File: src/rtl/adder_pipe_nbit_if.sv
// Valid/ready operand and result bus of the chunked pipelined adder.
interface adder_pipe_nbit_if #(
  parameter int unsigned WIDTH = 16
);
  logic             in_valid;
  logic             in_ready;
  logic [WIDTH-1:0] a;
  logic [WIDTH-1:0] b;
  logic             carry_in;
  logic             out_valid;
  logic             out_ready;
  logic [WIDTH-1:0] sum;
  logic             overflow;

  modport master (
    output in_valid, a, b, carry_in, out_ready,
    input  in_ready, out_valid, sum, overflow
  );

  modport slave (
    input  in_valid, a, b, carry_in, out_ready,
    output in_ready, out_valid, sum, overflow
  );
endinterface

File: src/rtl/adder_pipe_nbit.sv
// Pipelined adder: each stage adds one CHUNK-bit slice and passes the carry on.
// Optional feature macro: ADDER_OVF_COUNT_EN adds a saturating overflow_count output.
module adder_pipe_nbit #(
  parameter int unsigned WIDTH = 16,
  parameter int unsigned CHUNK = 4
) (
  input  logic              clk,
  input  logic              n_rst,
  adder_pipe_nbit_if.slave  bus
`ifdef ADDER_OVF_COUNT_EN
  ,
  output logic [15:0]       overflow_count
`endif
);

  localparam int unsigned STAGES = (CHUNK == 0) ? 1 : WIDTH / CHUNK;
  localparam int unsigned CW     = CHUNK + 1;

  if (CHUNK == 0 || (WIDTH % CHUNK) != 0) begin : g_bad_cfg
    $error("adder_pipe_nbit: WIDTH must be a non-zero multiple of CHUNK");
  end

  logic [STAGES-1:0] vld_q, vld_d;
  logic [STAGES-1:0] cy_q,  cy_d;
  logic [WIDTH-1:0]  sum_q   [STAGES];
  logic [WIDTH-1:0]  sum_d   [STAGES];
  logic [WIDTH-1:0]  rem_a_q [STAGES];
  logic [WIDTH-1:0]  rem_a_d [STAGES];
  logic [WIDTH-1:0]  rem_b_q [STAGES];
  logic [WIDTH-1:0]  rem_b_d [STAGES];
  logic [CW-1:0]     part;
  logic              stall_c;

  // A stall freezes the whole pipe, bubbles included, so nothing is lost or duplicated.
  assign stall_c      = vld_q[STAGES-1] && !bus.out_ready;
  assign bus.in_ready = !stall_c;

  // Stage k sums slice k; unprocessed operand bits are kept right-aligned for the next stage.
  always_comb begin
    part = {1'b0, bus.a[CHUNK-1:0]} + {1'b0, bus.b[CHUNK-1:0]} + CW'(bus.carry_in);
    vld_d[0]   = bus.in_valid;
    cy_d[0]    = part[CHUNK];
    sum_d[0]   = WIDTH'(part[CHUNK-1:0]);
    rem_a_d[0] = bus.a >> CHUNK;
    rem_b_d[0] = bus.b >> CHUNK;
    for (int unsigned k = 1; k < STAGES; k++) begin
      part = {1'b0, rem_a_q[k-1][CHUNK-1:0]} + {1'b0, rem_b_q[k-1][CHUNK-1:0]}
           + CW'(cy_q[k-1]);
      vld_d[k]   = vld_q[k-1];
      cy_d[k]    = part[CHUNK];
      sum_d[k]   = sum_q[k-1] | (WIDTH'(part[CHUNK-1:0]) << (k * CHUNK));
      rem_a_d[k] = rem_a_q[k-1] >> CHUNK;
      rem_b_d[k] = rem_b_q[k-1] >> CHUNK;
    end
  end

  always_ff @(posedge clk or negedge n_rst) begin
    if (!n_rst) begin
      vld_q <= '0;
      cy_q  <= '0;
      for (int unsigned k = 0; k < STAGES; k++) begin
        sum_q[k]   <= '0;
        rem_a_q[k] <= '0;
        rem_b_q[k] <= '0;
      end
    end else if (!stall_c) begin
      vld_q <= vld_d;
      cy_q  <= cy_d;
      for (int unsigned k = 0; k < STAGES; k++) begin
        sum_q[k]   <= sum_d[k];
        rem_a_q[k] <= rem_a_d[k];
        rem_b_q[k] <= rem_b_d[k];
      end
    end
  end

  assign bus.out_valid = vld_q[STAGES-1];
  assign bus.sum       = sum_q[STAGES-1];
  assign bus.overflow  = cy_q[STAGES-1];

`ifdef ADDER_OVF_COUNT_EN
  // Counts delivered results that overflowed; sticks at all-ones.
  always_ff @(posedge clk or negedge n_rst) begin
    if (!n_rst) begin
      overflow_count <= '0;
    end else if (bus.out_valid && bus.out_ready && bus.overflow
                 && overflow_count != 16'hFFFF) begin
      overflow_count <= overflow_count + 16'd1;
    end
  end
`endif

endmodule

File: src/flat_wrapper.sv
// flat-port wrapper written by rule: the top's interface ports become plain ports
module adder_pipe_nbit_flat 
#(
  parameter int unsigned WIDTH = 16,
  parameter int unsigned CHUNK = 4
)
  (clk, n_rst, bus_in_valid, bus_a, bus_b, bus_carry_in, bus_out_ready, bus_in_ready, bus_out_valid, bus_sum, bus_overflow);
  adder_pipe_nbit_if #(.WIDTH(WIDTH)) bus_i ();
  input  logic clk;
  input  logic n_rst;
  input wire logic [$bits(bus_i.in_valid)-1:0] bus_in_valid;
  input wire logic [$bits(bus_i.a)-1:0] bus_a;
  input wire logic [$bits(bus_i.b)-1:0] bus_b;
  input wire logic [$bits(bus_i.carry_in)-1:0] bus_carry_in;
  input wire logic [$bits(bus_i.out_ready)-1:0] bus_out_ready;
  output wire logic [$bits(bus_i.in_ready)-1:0] bus_in_ready;
  output wire logic [$bits(bus_i.out_valid)-1:0] bus_out_valid;
  output wire logic [$bits(bus_i.sum)-1:0] bus_sum;
  output wire logic [$bits(bus_i.overflow)-1:0] bus_overflow;
  assign bus_i.in_valid = bus_in_valid;
  assign bus_i.a = bus_a;
  assign bus_i.b = bus_b;
  assign bus_i.carry_in = bus_carry_in;
  assign bus_i.out_ready = bus_out_ready;
  assign bus_in_ready = bus_i.in_ready;
  assign bus_out_valid = bus_i.out_valid;
  assign bus_sum = bus_i.sum;
  assign bus_overflow = bus_i.overflow;
  adder_pipe_nbit #(.WIDTH(WIDTH), .CHUNK(CHUNK)) u_core (.clk(clk), .n_rst(n_rst), .bus(bus_i));
endmodule
File: config.mk
export PLATFORM = sky130hd
export DESIGN_NAME = adder_pipe_nbit_flat
export DESIGN_NICKNAME = d
export VERILOG_FILES = /design/src/rtl/adder_pipe_nbit_if.sv /design/src/rtl/adder_pipe_nbit.sv /design/src/flat_wrapper.sv
export SDC_FILE = /design/constraint.sdc
export NUM_CORES = 1
export LEC_CHECK = 0
export ABC_AREA = 1
export CAP_MARGIN = 0
export CORE_MARGIN = 1
export CORE_UTILIZATION = 35
export DETAILED_ROUTE_END_ITERATION = 10
export PLACE_DENSITY_LB_ADDON = 0.12
export SYNTH_ARGS = -nofsm -noshare
export SYNTH_HDL_FRONTEND = slang
export SYNTH_SLANG_ARGS = --single-unit
File: constraint.sdc
create_clock -name clk -period 1.5 [get_ports clk]
set_input_delay 0.3 -clock clk [delete_from_list [all_inputs] [get_ports clk]]
set_output_delay 0.3 -clock clk [all_outputs]
set_load 0.03 [all_outputs]
==> impl_summary.md, run 1 <==
Status
The run finished, with violations left. The final reports fail on DRC, setup timing.

Worst setup path
The data arrival at the endpoint of the critical path is 1.83 ns. In this run the critical register-to-register path is launched from u_core.cy_q[1]$_DFFE_PN0N_. The worst setup path is captured at a flip-flop.

The delay of the slowest cell on the worst path is around 0.4 ns. The required time at the endpoint of the critical path is approximately 1.8 ns. The worst setup path is launched from a flip-flop. The critical path is of the reg2reg type.

The startpoint of the worst setup timing path is u_core.cy_q[1]$_DFFE_PN0N_. Walking the worst path, the cells encountered are fa_2 -> inv_2 -> fa_2 -> or2_4 -> nand2_2 -> nand2_2 -> a21oi_2. The largest fanout on the critical path is 2. On the critical path, the stage with the largest delay is an instance of dfrtp_1.

Layout
With fillers left out, the area of the finished cells amounts to 0.00533 mm2. In the final layout, the share of cells above drive strength 1 is between 10% and 20%. The number of antenna diodes in the final layout is 0. The net count reported at finish is between 500 and 600.

The area overhead of the layout relative to synthesis is 28.0%.

Timing
The final hold violation count is 0. The tightest hold path in the finished design has a slack of 0.324 ns. The remaining max-slew budget at the tightest pin is 79.4%. The final setup violation count is 3. The share of the clock period used by the worst path is 103%. For the pin with the worst max-slew slack, the measured transition is between 0.3 and 0.4 ns. The maximum clock frequency is 0.644 GHz.

The number of slew-limit violations in the final report was 0. Setup repair after global routing could not meet its margin everywhere. The setup skew after layout is 0.00679 ns.

The final worst setup slack is -0.0519 ns. Subtracting the final worst setup slack from the clock period gives 1.55 ns. The final-layout setup total negative slack is -0.0772 ns.

Clocking
The number of H-tree levels is 3. The clock passes through at most 2 buffers. TritonCTS built the clock tree. CTS saw between 90 and 100 sinks. The CTS clock-pin slew for the worst setup and hold paths is 0.06 ns. The clock insertion delay at the later pin of the skew report is around 0.34 ns. Clock tree synthesis inserted a total of 9 buffers. The tree is rooted in a clkbuf_16.

Logic synthesis
The mapped netlist covers 0.00416 mm2. The total number of yosys warnings is 0. The sequential area share after synthesis is 57.7%. The number of nets in the synthesized netlist is 520. Dividing the synthesized area by the synthesized cell count gives 8.99 um2. The cell count after synthesis came out at approximately 460. Yosys mapped the design onto 18 distinct sky130hd cell types. The flip-flop and latch count after synthesis is between 90 and 100.

Route
Before antenna repair, the detailed router went through 9 iterations. Dividing the detail-routed wire length by the instance count gives between 10 and 15 um. After the first detailed-routing iteration, the DRC count stood at 171.

The DRC violations left is 10. After detailed routing, the total wire length is 7910 um. The post-detailed-route count of antenna-violating nets is 0. The detailed-route via count is 2996.

After detailed routing, the number of vias per cell comes to roughly 4.4.

GRT
The initial antenna violation count is 0. The pin count of the biggest net entering global routing is 49. The wire length of the first global-routing pass is 13800 um. Global routing used between 10% and 20% of the available tracks across all layers.

For this run the aggregate overflow at the end of global routing stands at 0. The via count of the first global-routing pass came to 3011.

Placement
Prior to clock tree synthesis, the placed netlist has a worst setup slack of -0.554 ns. Detailed placement ended at an HPWL of around 5400 um. The post-place instance area is around 0.0050 mm2. Routability-driven placement finished with a final weighted congestion of 0.721. The total of buffers placed on input and output ports is 55.

Die
During I/O placement, the number of pins put on the boundary was 56. The die width is 111 um. The starting density of the core is between 30% and 40%. The height of the die is between 100 and 150 um. The die covers 0.0123 mm2. The standard-cell row count is 39. The core box area is 0.0115 mm2.

Pwr
The analysis attributes to cell leakage a power of 2.71 nW. The maximum vdd ir drop is 0.000959 V. The power density over the cells is 2000 mW/mm2. The total power draw is 10.6 mW.

Flow run
The count of max-cap constraint violations is 0.

Worst hold path
The min-delay analysis places its worst path in the category in2async.
[layout by cell type (no fill, tap or decap), types with 3 or more instances in the layout]
| master | Yosys | layout |
|---|---|---|
| a21oi_1 | 5 | 3 |
| nand2_2 | 0 | 6 |
| nand3_1 | 11 | 10 |
| o21ai_0 | 40 | 34 |
| dlygate4sd2_1 | 0 | 21 |
| clkbuf_16 | 0 | 9 |
| nand2_1 | 203 | 197 |
| dfrtp_1 | 96 | 96 |
| buf_4 | 9 | 15 |
| ha_1 | 12 | 12 |
| o21ai_1 | 7 | 11 |
| buf_12 | 0 | 7 |
| clkdlybuf4s50_1 | 0 | 32 |
| nor2_1 | 14 | 13 |
| inv_1 | 41 | 37 |
| fa_2 | 0 | 8 |
| inv_2 | 1 | 4 |
[metrics by stage]
| step | utilization [%] | cells |
|---|---|---|
| 3_5_place_dp | 43.2 | 657 |
| 2_1_floorplan | - | 463 |
| 4_1_cts | 45.8 | 676 |
| 6_report | 46.3 | 678 |
| 5_1_grt | 46.3 | 678 |
| 3_3_place_gp | 43.2 | 657 |
[critical path, delay by kind of cell (launching register included)]
family | cells | cell delay, ns
buf+inv | 1 | 0.04
simple gates | 3 | 0.37
compound gates | 1 | 0.10
flops | 1 | 0.40
fa+ha+maj | 2 | 0.58
[where the power goes]
part | switching (mW) | internal, mW
sequential | 0.579 | 3.71
combinational | 2.50 | 1.75
clock | 0.941 | 1.16
total | 4.02 | 6.62
[layout make-up]
cell class              count  area [um2]
clock buffers              12         246
repair buffers             77         778
clock inverters             3        18.8
well taps                 143         179
inverters                  42         163
fillers                  1112        6190
flip-flops and latches     96        2400
multi-input cells         305        1540
[synthesized netlist by cell type]
cell      number  area, um2
or2_2          3       18.8
clkbuf_1       3       11.3
nor2_1        14       52.6
buf_6          1       11.3
nand2_1      203        762
ha_1          12        150
o21ai_1        7       35.0
a31oi_1        1       6.26
nor2_4         1       11.3
inv_2          1       3.75
buf_2          7       35.0
a21oi_1        5       25.0
buf_4          9       67.6
inv_1         41        154
nand3_1       11       55.1
fa_1           8        160
dfrtp_1       96       2400
o21ai_0       40        200
[kinds of logic after synthesis]
kind of cell | share of synthesized area (%)
compound gates | 6.40
fa+ha+maj | 7.46
buf+inv | 6.79
flops | 57.7
simple gates | 21.6
[path summary, 6_finish.rpt]
| path | end | slack [ns] | cells after the start |
|---|---|---|---|
| min reg2reg | u_core.vld_q[3]$_DFFE_PN0N_ | 0.45 | 2 |
| min | u_core.bus.sum[9]$_DFFE_PN0N_ | 0.32 | 2 |
| max in group asynchronous | u_core.sum_q[48]$_DFFE_PN0N_ | 0.70 | 3 |
| max reg2reg | u_core.cy_q[2]$_DFFE_PN0N_ | -0.05 | 7 |
| max | u_core.cy_q[2]$_DFFE_PN0N_ | -0.05 | 7 |
| min in group clk | u_core.vld_q[3]$_DFFE_PN0N_ | 0.45 | 2 |
[layer usage]
layer / global-route usage (%) / wire length [um] / up-vias
met1: 19.0 / 4060 / 1390
li1: - / - / 1561
met4: 6.22 / 127 / 0
met5: 0 / 0 / -
met3: 3.55 / 260 / 7
met2: 21.7 / 3460 / 38
[state kept, by name, summed over array words and instances (netlist names)]
register	flops
u_core.rem_b_d	12
u_core.rem_a_q	12
u_core.rem_b_q	12
u_core.bus.sum	16
u_core.vld_q	4
u_core.cy_q	4
u_core.rem_a_d	12
u_core.sum_q	24
[timing repair]
action,CTS,global route
endpoints found under the setup margin,30,12
hold endpoints to repair,7,0
cloned,0,0
setup buffers,3,2
hold buffers,1,0
pin swaps,14,6
gates resized for setup,39,13
No activity file was read; power rests on OpenSTA's default activity.
==> run 2: changes to the inputs <==
--- a/config.mk
+++ b/config.mk
@@ -11,6 +11,8 @@
 export CORE_UTILIZATION = 35
 export DETAILED_ROUTE_END_ITERATION = 10
 export PLACE_DENSITY_LB_ADDON = 0.12
+export SKIP_CTS_REPAIR_TIMING = 1
+export SLEW_MARGIN = 20
 export SYNTH_ARGS = -nofsm -noshare
 export SYNTH_HDL_FRONTEND = slang
 export SYNTH_SLANG_ARGS = --single-unit
==> impl_summary.md, run 2 (synthesized netlist as in run 1, its figures left out) <==
GRT
Global routing consumed, over all layers together, 14.0% of the routing resources. The initial antenna violation count was 0. The pin count of the biggest net entering global routing is 49.

The via count of the first global-routing pass is just under 3000. The first global-routing pass estimated 13700 um of wire. The global-route congestion overflow total is 0.

Layout
The area overhead of the layout relative to synthesis is 30.8%. Leaving out fill and tap cells, the most frequent cells in the layout are nand2_1, dfrtp_1, inv_1. The library cell used most frequently in the layout, excluding fill and tap cells, is nand2_1. The repair_antennas step left the layout with diodes totalling 0. The fraction of layout cells with a size suffix above 1 is a little over an eighth.

Counting flops per register, the top entry is u_core.sum_q. The net count of the finished layout is 592. The register with the most flip-flops in the layout has 24 of them. The number of inserted filler cells in the final layout is 1108.

Placement
The post-place setup slack is -0.554 ns. In this run the tool buffered the top-level ports with 55 buffer cells. The congestion estimate from routability-driven global placement came to slightly above 0.7.

The detailed placer's ending HPWL is 5380 um.

Pwr
VDD sags by at most 0.000999 V. In this run switching power makes up 37.3% of total power. The power density over the cells is between 1500 and 2000 mW/mm2. Summed over all cells, the static leakage comes to 2.92 nW. In this run, the clock network consumes 19.3% of the power.

The design internal power is 6.79 mW. Summed over all nets, the switching power comes to slightly above 4 mW. Sequential cells burn 39.6% of the power. Combinational logic is responsible for 41.1% of the overall power.

Worst hold path
The tightest min-delay check is of the in2async type.

Timing
The worst pin sits at a relative slew slack of 78.4%. After layout, the worst path uses 105% of the clock period. Setup violations remaining at the end of the flow were counted as 3. The number of slew-limit violations in the final report is 0. Setup repair after global routing could not meet its margin everywhere. The transition time of the tightest slew-check pin is 0.324 ns. The final hold violation count is 0.

The smallest clock period supported by the final layout is computed as 1.58 ns. Between clock sinks in the finished design, the worst skew comes to 0.00678 ns. The final worst setup slack is -0.0762 ns. The worst hold margin is 0.325 ns.

The maximum clock frequency is about 0.63 GHz.

Route
The iteration-0 DRC count of the detailed router is 149. For this block, the via count after detailed routing is between 3000 and 4000. In the detailed route, the total length drawn on met3 is 268 um.

Dividing the detail-routed via count by the number of cells gives 4.43. Signal routing reaches up to met4. The routed design has 7990 um of wire. After detailed routing, the met2 layer carries 3510 um of wire.

The post-detailed-route count of antenna-violating nets is 0. The first-pass iteration count of the detailed router is 7. Dividing the detail-routed wire length by the instance count gives 11.7 um. For this block, wires on met1 add up to 4090 um.

After detailed routing, the number of remaining DRC violations is 10.

Worst setup path
The logic depth of the worst register-to-register path is 7. The worst setup path is captured at a flip-flop. The required time at the endpoint of the critical path is 1.78 ns. The reg2reg setup slack is -0.08 ns. The startpoint class of the critical path is a flip-flop.

The critical path in this run is classified as reg2reg. The terminus of the critical flop-to-flop path is u_core.cy_q[2]$_DFFE_PN0N_. The largest fanout on the critical path is 2. Data on the critical path arrives at its endpoint at 1.85 ns.

The startpoint identified for the worst register-to-register timing path is u_core.rem_b_q[32]$_DFFE_PN0N_.

Clocking
The CTS buffer count is 9. The later pin in the worst-skew pair is clocked with a latency of 0.34 ns. TritonCTS built the clock tree. After clock tree synthesis, the clock-pin slew on the worst setup and hold paths is 0.06 ns. The tree is rooted in a clkbuf_16.

Counting along the longest clock path gives a buffer depth of 2. The TritonCTS sink count is 96. The H-tree was split into 3 levels.

Status
The run finished, with violations left. The checks that failed: DRC, setup timing.

Die
The floorplan step defined a core boundary enclosing 0.0115 mm2. The die width is 111 um. Row generation in the floorplan step produced 39 rows.

The boundary pin count is 56. The height of the die is 111 um. The die covers 0.0123 mm2.

The initial utilization of the core area, before any placement, comes to 36.1%.

Flow run
The count of max-cap constraint violations is 0.
run 2: worst max-delay path: stages (launching register included):
cell     delay (ns)
dfrtp_1        0.40
fa_2           0.24
inv_2          0.04
fa_2           0.36
or2_4          0.25
nand2_2        0.06
nand2_2        0.05
a21oi_2        0.12
run 2: how the worst max path moves through the flow:
| stage | from | to | slack [ns] | cells past startpoint |
|---|---|---|---|---|
| 6_report | u_core.rem_b_q[32]$_DFFE_PN0N_ | u_core.cy_q[2]$_DFFE_PN0N_ | -0.08 | 7 |
| 5_1_grt | u_core.rem_b_q[32]$_DFFE_PN0N_ | u_core.cy_q[2]$_DFFE_PN0N_ | -0.14 | 7 |
| 4_1_cts | u_core.bus.sum[7]$_DFFE_PN0N_ | bus_sum[7] | -0.22 | 1 |
| 3_5_place_dp | bus_carry_in | u_core.cy_q[0]$_DFFE_PN0N_ | -0.55 | 7 |
| 3_3_place_gp | bus_carry_in | u_core.cy_q[0]$_DFFE_PN0N_ | -0.51 | 7 |
| 2_1_floorplan | u_core.rem_b_q[48]$_DFFE_PN0N_ | u_core.cy_q[1]$_DFFE_PN0N_ | -0.003 | 6 |
run 2: routing by layer:
metal | vias up | track usage, %
met5 | - | 0
met4 | 0 | 6.22
met3 | 7 | 3.44
met2 | 40 | 21.5
met1 | 1404 | 18.9
li1 | 1570 | -
run 2: area by class of cell:
class                   instances  area, um2  share of cell area, %
inverters                      42        163                   2.99
clock inverters                 3       18.8                  0.345
multi-input cells             305       1550                   28.4
well taps                     143        179                   3.29
clock buffers                  12        246                   4.53
repair buffers                 81        887                   16.3
flip-flops and latches         96       2400                   44.1
run 2: through the flow:
step / instances / utilization [%] / power (mW) / setup TNS [ns] / cell area (um2)
after floorplan: 463 / - / 7.03 / -0.00320 / 4170
after CTS: 672 / 45.5 / 10.7 / -4.48 / 5240
after detailed placement: 657 / 43.2 / 8.50 / -2.74 / 4980
final: 682 / 47.3 / 10.8 / -0.109 / 5440
after global routing: 682 / 47.3 / 11.8 / -0.585 / 5440
after global placement: 657 / 43.2 / 8.41 / -2.30 / 4980
run 2: power by group through the flow:
stage          registers (mW)  logic (mW)  clock network [mW]
2_1_floorplan            4.68        2.35                   0
6_report                 4.29        4.45                2.10
4_1_cts                  4.31        4.18                2.16
5_1_grt                  4.42        5.10                2.27
3_3_place_gp             4.33        4.08                   0
3_5_place_dp             4.35        4.15                   0
==> RTL edit 1 (flow settings as in run 1) <==
`CHUNK` is set to 4 in 2 places; all go to 8.
--- a/src/rtl/adder_pipe_nbit.sv
+++ b/src/rtl/adder_pipe_nbit.sv
@@ -2,7 +2,7 @@
 // Optional feature macro: ADDER_OVF_COUNT_EN adds a saturating overflow_count output.
 module adder_pipe_nbit #(
   parameter int unsigned WIDTH = 16,
-  parameter int unsigned CHUNK = 4
+  parameter int unsigned CHUNK = 8
 ) (
   input  logic              clk,
   input  logic              n_rst,
--- a/src/flat_wrapper.sv
+++ b/src/flat_wrapper.sv
@@ -2,7 +2,7 @@
 module adder_pipe_nbit_flat 
 #(
   parameter int unsigned WIDTH = 16,
-  parameter int unsigned CHUNK = 4
+  parameter int unsigned CHUNK = 8
 )
   (clk, n_rst, bus_in_valid, bus_a, bus_b, bus_carry_in, bus_out_ready, bus_in_ready, bus_out_valid, bus_sum, bus_overflow);
   adder_pipe_nbit_if #(.WIDTH(WIDTH)) bus_i ();
Check against the original RTL: not equivalent (Yosys sat finds a counterexample within 4 cycles, from zero or initial values and one cycle with n_rst low).
==> RTL edit 1 against run 1 <==
The flow finishes with violations (negative setup slack); worst setup slack got worse by 0.23 ns; sequential cell count fell by 52; routed wire length down 38%; non-clock buffer count is 5 higher; power shrank 63%; global-route usage rose by 0.82 points; sequential share of layout area fell by 12 points; cell area fell by 38%; combinational power down 61%; critical path depth is 1 higher; synthesized area shrank 44%.
==> RTL edit 1: results (changes against run 1) <==
Clocking
  • Root buf cell: clkbuf_8
  • Reg clk slew, reported paths: 0.08 ns (+0.02 ns)
  • H-tree depth: 2 (-1)
  • CTS Buf Count: 5 (-4)
  • Post-CTS Resized: 37 (-5.1%)
  • Latest clock arrival within the worst-skew pair: 0.29 ns (-0.05 ns)

Worst setup path
  • Reg2reg start: u_core.rem_a_q[16]$_DFFE_PN0N_
  • Worst setup path endpoint: u_core.cy_q[1]$_DFFE_PN0N_
  • Launch point of the worst path: u_core.rem_a_q[16]$_DFFE_PN0N_
  • Reg2Reg Depth: 8 (+1)

Place
  • Placer Congestion: 0.755 (+4.8%)
  • HPWL after DPL: 3610 um (-33%)
  • Pre-CTS WS: -0.605 ns (-0.0510 ns)
  • Placement Cell Area: 0.00311 mm^2 (-37%)

Synthesis
  • Synth Instances: 290 (-37%)
  • Post-synthesis cell type count: 20 (+2)
  • Top cell type's share of synthesized area: 0.476 (-0.102)
  • Top cells by area, synth: dfrtp_1, nand2_1, ha_1, fa_1, inv_1
  • Sequential area share after synthesis: 0.476 (-0.102)

Pwr
  • Internal power: 2460 uW (-63%)
  • P_leak: 0.00175 uW (-36%)

Detailed routing
  • Drt via density: 4.54 (+2.6%)
  • Routed WL: 4880 um (-38%)
  • Initial DRC Count: 81 (-53%)
  • Met3 WL post-DR: 207 um (-20%)
  • TritonRoute pass-1 iters: 4 (-5)

GRT
  • Met2 Use GR: 0.230 (+0.0123)
  • GRT Total Usage: 0.150 (+0.00824)
  • Vias in the first global route: 1884 (-37%)
  • Largest net degree at the start of global routing: 45 (-8.2%)
  • Met1 usage: 0.206 (+0.0166)
  • Met3 Track Usage GR: 0.0368 (+0.00124)
  • Global-route wire length before repair: 8470 um (-39%)

Hold path
  • Worst hold path type: input pin to flip-flop

STA
  • Clk_skew: 0.00593 ns (-0.000858 ns)
  • Final WS setup: -0.284 ns (-0.232 ns)
  • Min Hold Slack: 0.391 ns (+0.0669 ns)
  • Setup Viol. Count Final: 8 (+5)

Status
  • Failing checks: negative setup slack
  • Status: finished with violations

Final layout
  • Non-Filler Instances: 448 (-34%)
  • Fillers: 645 (-42%)
  • Nets: 426 (-28%)
RTL edit 1: power by group through the flow:
| stage | clock network [uW] | registers, uW | logic, uW |
|---|---|---|---|
| after detailed placement | 0 | 1640 | 1660 |
| final | 700 | 1610 | 1650 |
| after CTS | 733 | 1610 | 1590 |
| after global routing | 778 | 1650 | 1820 |
| after global placement | 0 | 1640 | 1640 |
| after floorplan | 0 | 1940 | 651 |
RTL edit 1: kinds of logic after synthesis:
kind of cell               share of synthesized area
AOI/OAI and AO/OA                             0.0432
xor gates and xnor gates                     0.00757
adders and majority gates                      0.110
buffers and inverters                         0.0524
DFF                                            0.476
and+or+nand+nor                                0.311
RTL edit 1: cell type report:
cell class,instances,area [um^2],share of cell area
clock buffers,6,72.6,0.0220
clock inverters,1,5.00,0.00152
inverters,21,81.3,0.0247
multi-input cells,217,1180,0.359
flip-flops and latches,44,1100,0.334
well taps,77,96.3,0.0292
repair buffers,82,757,0.230
==> RTL edit 2 (flow settings as in run 1) <==
Made on the original files. Register the output `bus.overflow`; this adds one clock of latency there.
--- a/src/rtl/adder_pipe_nbit.sv
+++ b/src/rtl/adder_pipe_nbit.sv
@@ -76,7 +76,9 @@
 
   assign bus.out_valid = vld_q[STAGES-1];
   assign bus.sum       = sum_q[STAGES-1];
-  assign bus.overflow  = cy_q[STAGES-1];
+  always_ff @(posedge clk) begin
+    bus.overflow <= cy_q[STAGES-1];
+  end
 
 `ifdef ADDER_OVF_COUNT_EN
   // Counts delivered results that overflowed; sticks at all-ones.
Formal check against the unedited RTL: not equivalent (Yosys sat finds a counterexample within 10 cycles, from zero or initial values and one cycle with n_rst low).
==> RTL edit 2 against run 1 <==
The flow still finishes with violations (design-rule violations, negative setup slack); routed wire length shrank 1.5%; worst setup slack got worse by 0.0070 ns; synthesized cell count grew 0.22%; synthesized area grew 0.48%; combinational power grew 3%; power grew 1.1%; final cell count is 0.88% lower; cell area is 0.28% lower; critical path depth unchanged; count of clock-buffer cells in the layout fell by 1; sequential cell count increased by 1; critical path type unchanged; critical endpoint unchanged; highest routed layer unchanged.
==> RTL edit 2: results (changes against run 1) <==
Pwr
  • Net Sw Power: 4080 uW (+1.6%)
  • Clock group: about 2100 uW
  • Combinational Power Share: 0.407 (+0.007)
  • P_leak: 0.00269 uW (-0.76%)
  • IR drop worst, VDD: 0.685 mV (-29%)

Detailed routing
  • Initial DRC Count: 138 (-19%)
  • Drt via density: 4.40 (-0.45%)
  • TritonRoute pass-1 iters: 7 (-2)
  • Metal2 WL: 3320 um (-4.2%)
  • Top sig layer: met4
  • Routed WL: 7790 um (-1.5%)
  • Residual DRC: 7 (-3)
  • Metal-1 WL: 4120 um (+1.6%)
  • Met3 WL post-DR: 227 um (-13%)

GRT
  • Global-route wire length before repair: 14000 um (+1.3%)
  • Met2 Use GR: 0.213 (-0.00427)
  • Largest net degree at the start of global routing: 62 (+27%)
  • Vias in the first global route: 3036 (+0.83%)
  • Met3 Track Usage GR: 0.0230 (-0.0126)
  • Met1 usage: 0.200 (+0.0103)
  • GRT Total Usage: 0.140 (-0.00125)

Place
  • Placer Congestion: 0.796 (+10%)
  • Port Buffers: 55 (unchanged)
  • HPWL after DPL: 5300 um (-1.4%)
  • Pre-CTS WS: -0.552 ns (+0.00199 ns)

STA
  • Worst rel slew slack: 0.778 (-0.0166)
  • Final WS setup: -0.0589 ns (-0.00699 ns)
  • Min Hold Slack: 0.370 ns (+0.0465 ns)
  • Setup Viol. Count Final: 7 (+4)
  • Clk_skew: 0.00363 ns (-0.00316 ns)

Synthesis
  • Asr flop ratio synth: 0.990 (-0.0103)
  • Sequential area share after synthesis: 0.579 (+0.00202)
  • Post-synthesis cell type count: 19 (+1)
  • Post-Synth Adder-Cell Area: 0.0742 (-0.000357)
  • Top cells by area, synth: dfrtp_1, nand2_1, o21ai_0, fa_1, inv_1
  • Compound-Gate Fraction of Synth Area: 0.0637 (-0.000307)
  • Post-synth net total: 521 (+0.19%)

Hold path
  • Worst hold path type: flip-flop to flip-flop
  • Hold Crit Depth: 0

Status
  • Failing checks: design-rule violations, negative setup slack
  • Status: finished with violations

Worst setup path
  • Reg2Reg Depth: 7 (unchanged)
  • Data arrival time of the worst path: around 1.8 ns
  • Largest fanout on the critical path: 2 (unchanged)
  • CP max stage delay: 0.38 ns (-0.02 ns)

Clocking
  • Post-CTS Resized: 40 (+2.6%)
  • Setup bufs post-CTS: 1 (-2)
  • CTS Hold Bufs: 1 (unchanged)
  • Latest clock arrival within the worst-skew pair: around 0.33 ns

Final layout
  • Share of layout cells above drive strength 1: 0.119 (-0.00240)
  • Fillers: 1105 (-0.63%)
  • Nets: 583 (-0.85%)
  • Reg with most FFs: u_core.sum_q
RTL edit 2: changes by cell type after synthesis, sizes merged:
cell / before / now
dfxtp: 0 / 1
RTL edit 2: stage by stage:
| stage | cell area [um^2] | instances | total power [uW] | TNS [ns] |
|---|---|---|---|---|
| 6_report | 5310 | 672 | 10800 | -0.156 |
| 5_1_grt | 5310 | 672 | 11700 | -0.667 |
| 4_1_cts | 5260 | 672 | 10700 | -0.179 |
| 3_5_place_dp | 4980 | 656 | 8590 | -2.62 |
| 3_3_place_gp | 4980 | 656 | 8530 | -2.43 |
| 2_1_floorplan | 4190 | 464 | 7070 | -0.00320 |
RTL edit 2: layout make-up:
type	count	area [um^2]	share of cell area
flip-flops and latches	97	2420	0.456
inverters	42	160	0.0302
multi-input cells	305	1550	0.292
clock buffers	11	243	0.0457
well taps	143	179	0.0337
repair buffers	71	737	0.139
clock inverters	3	18.8	0.00353
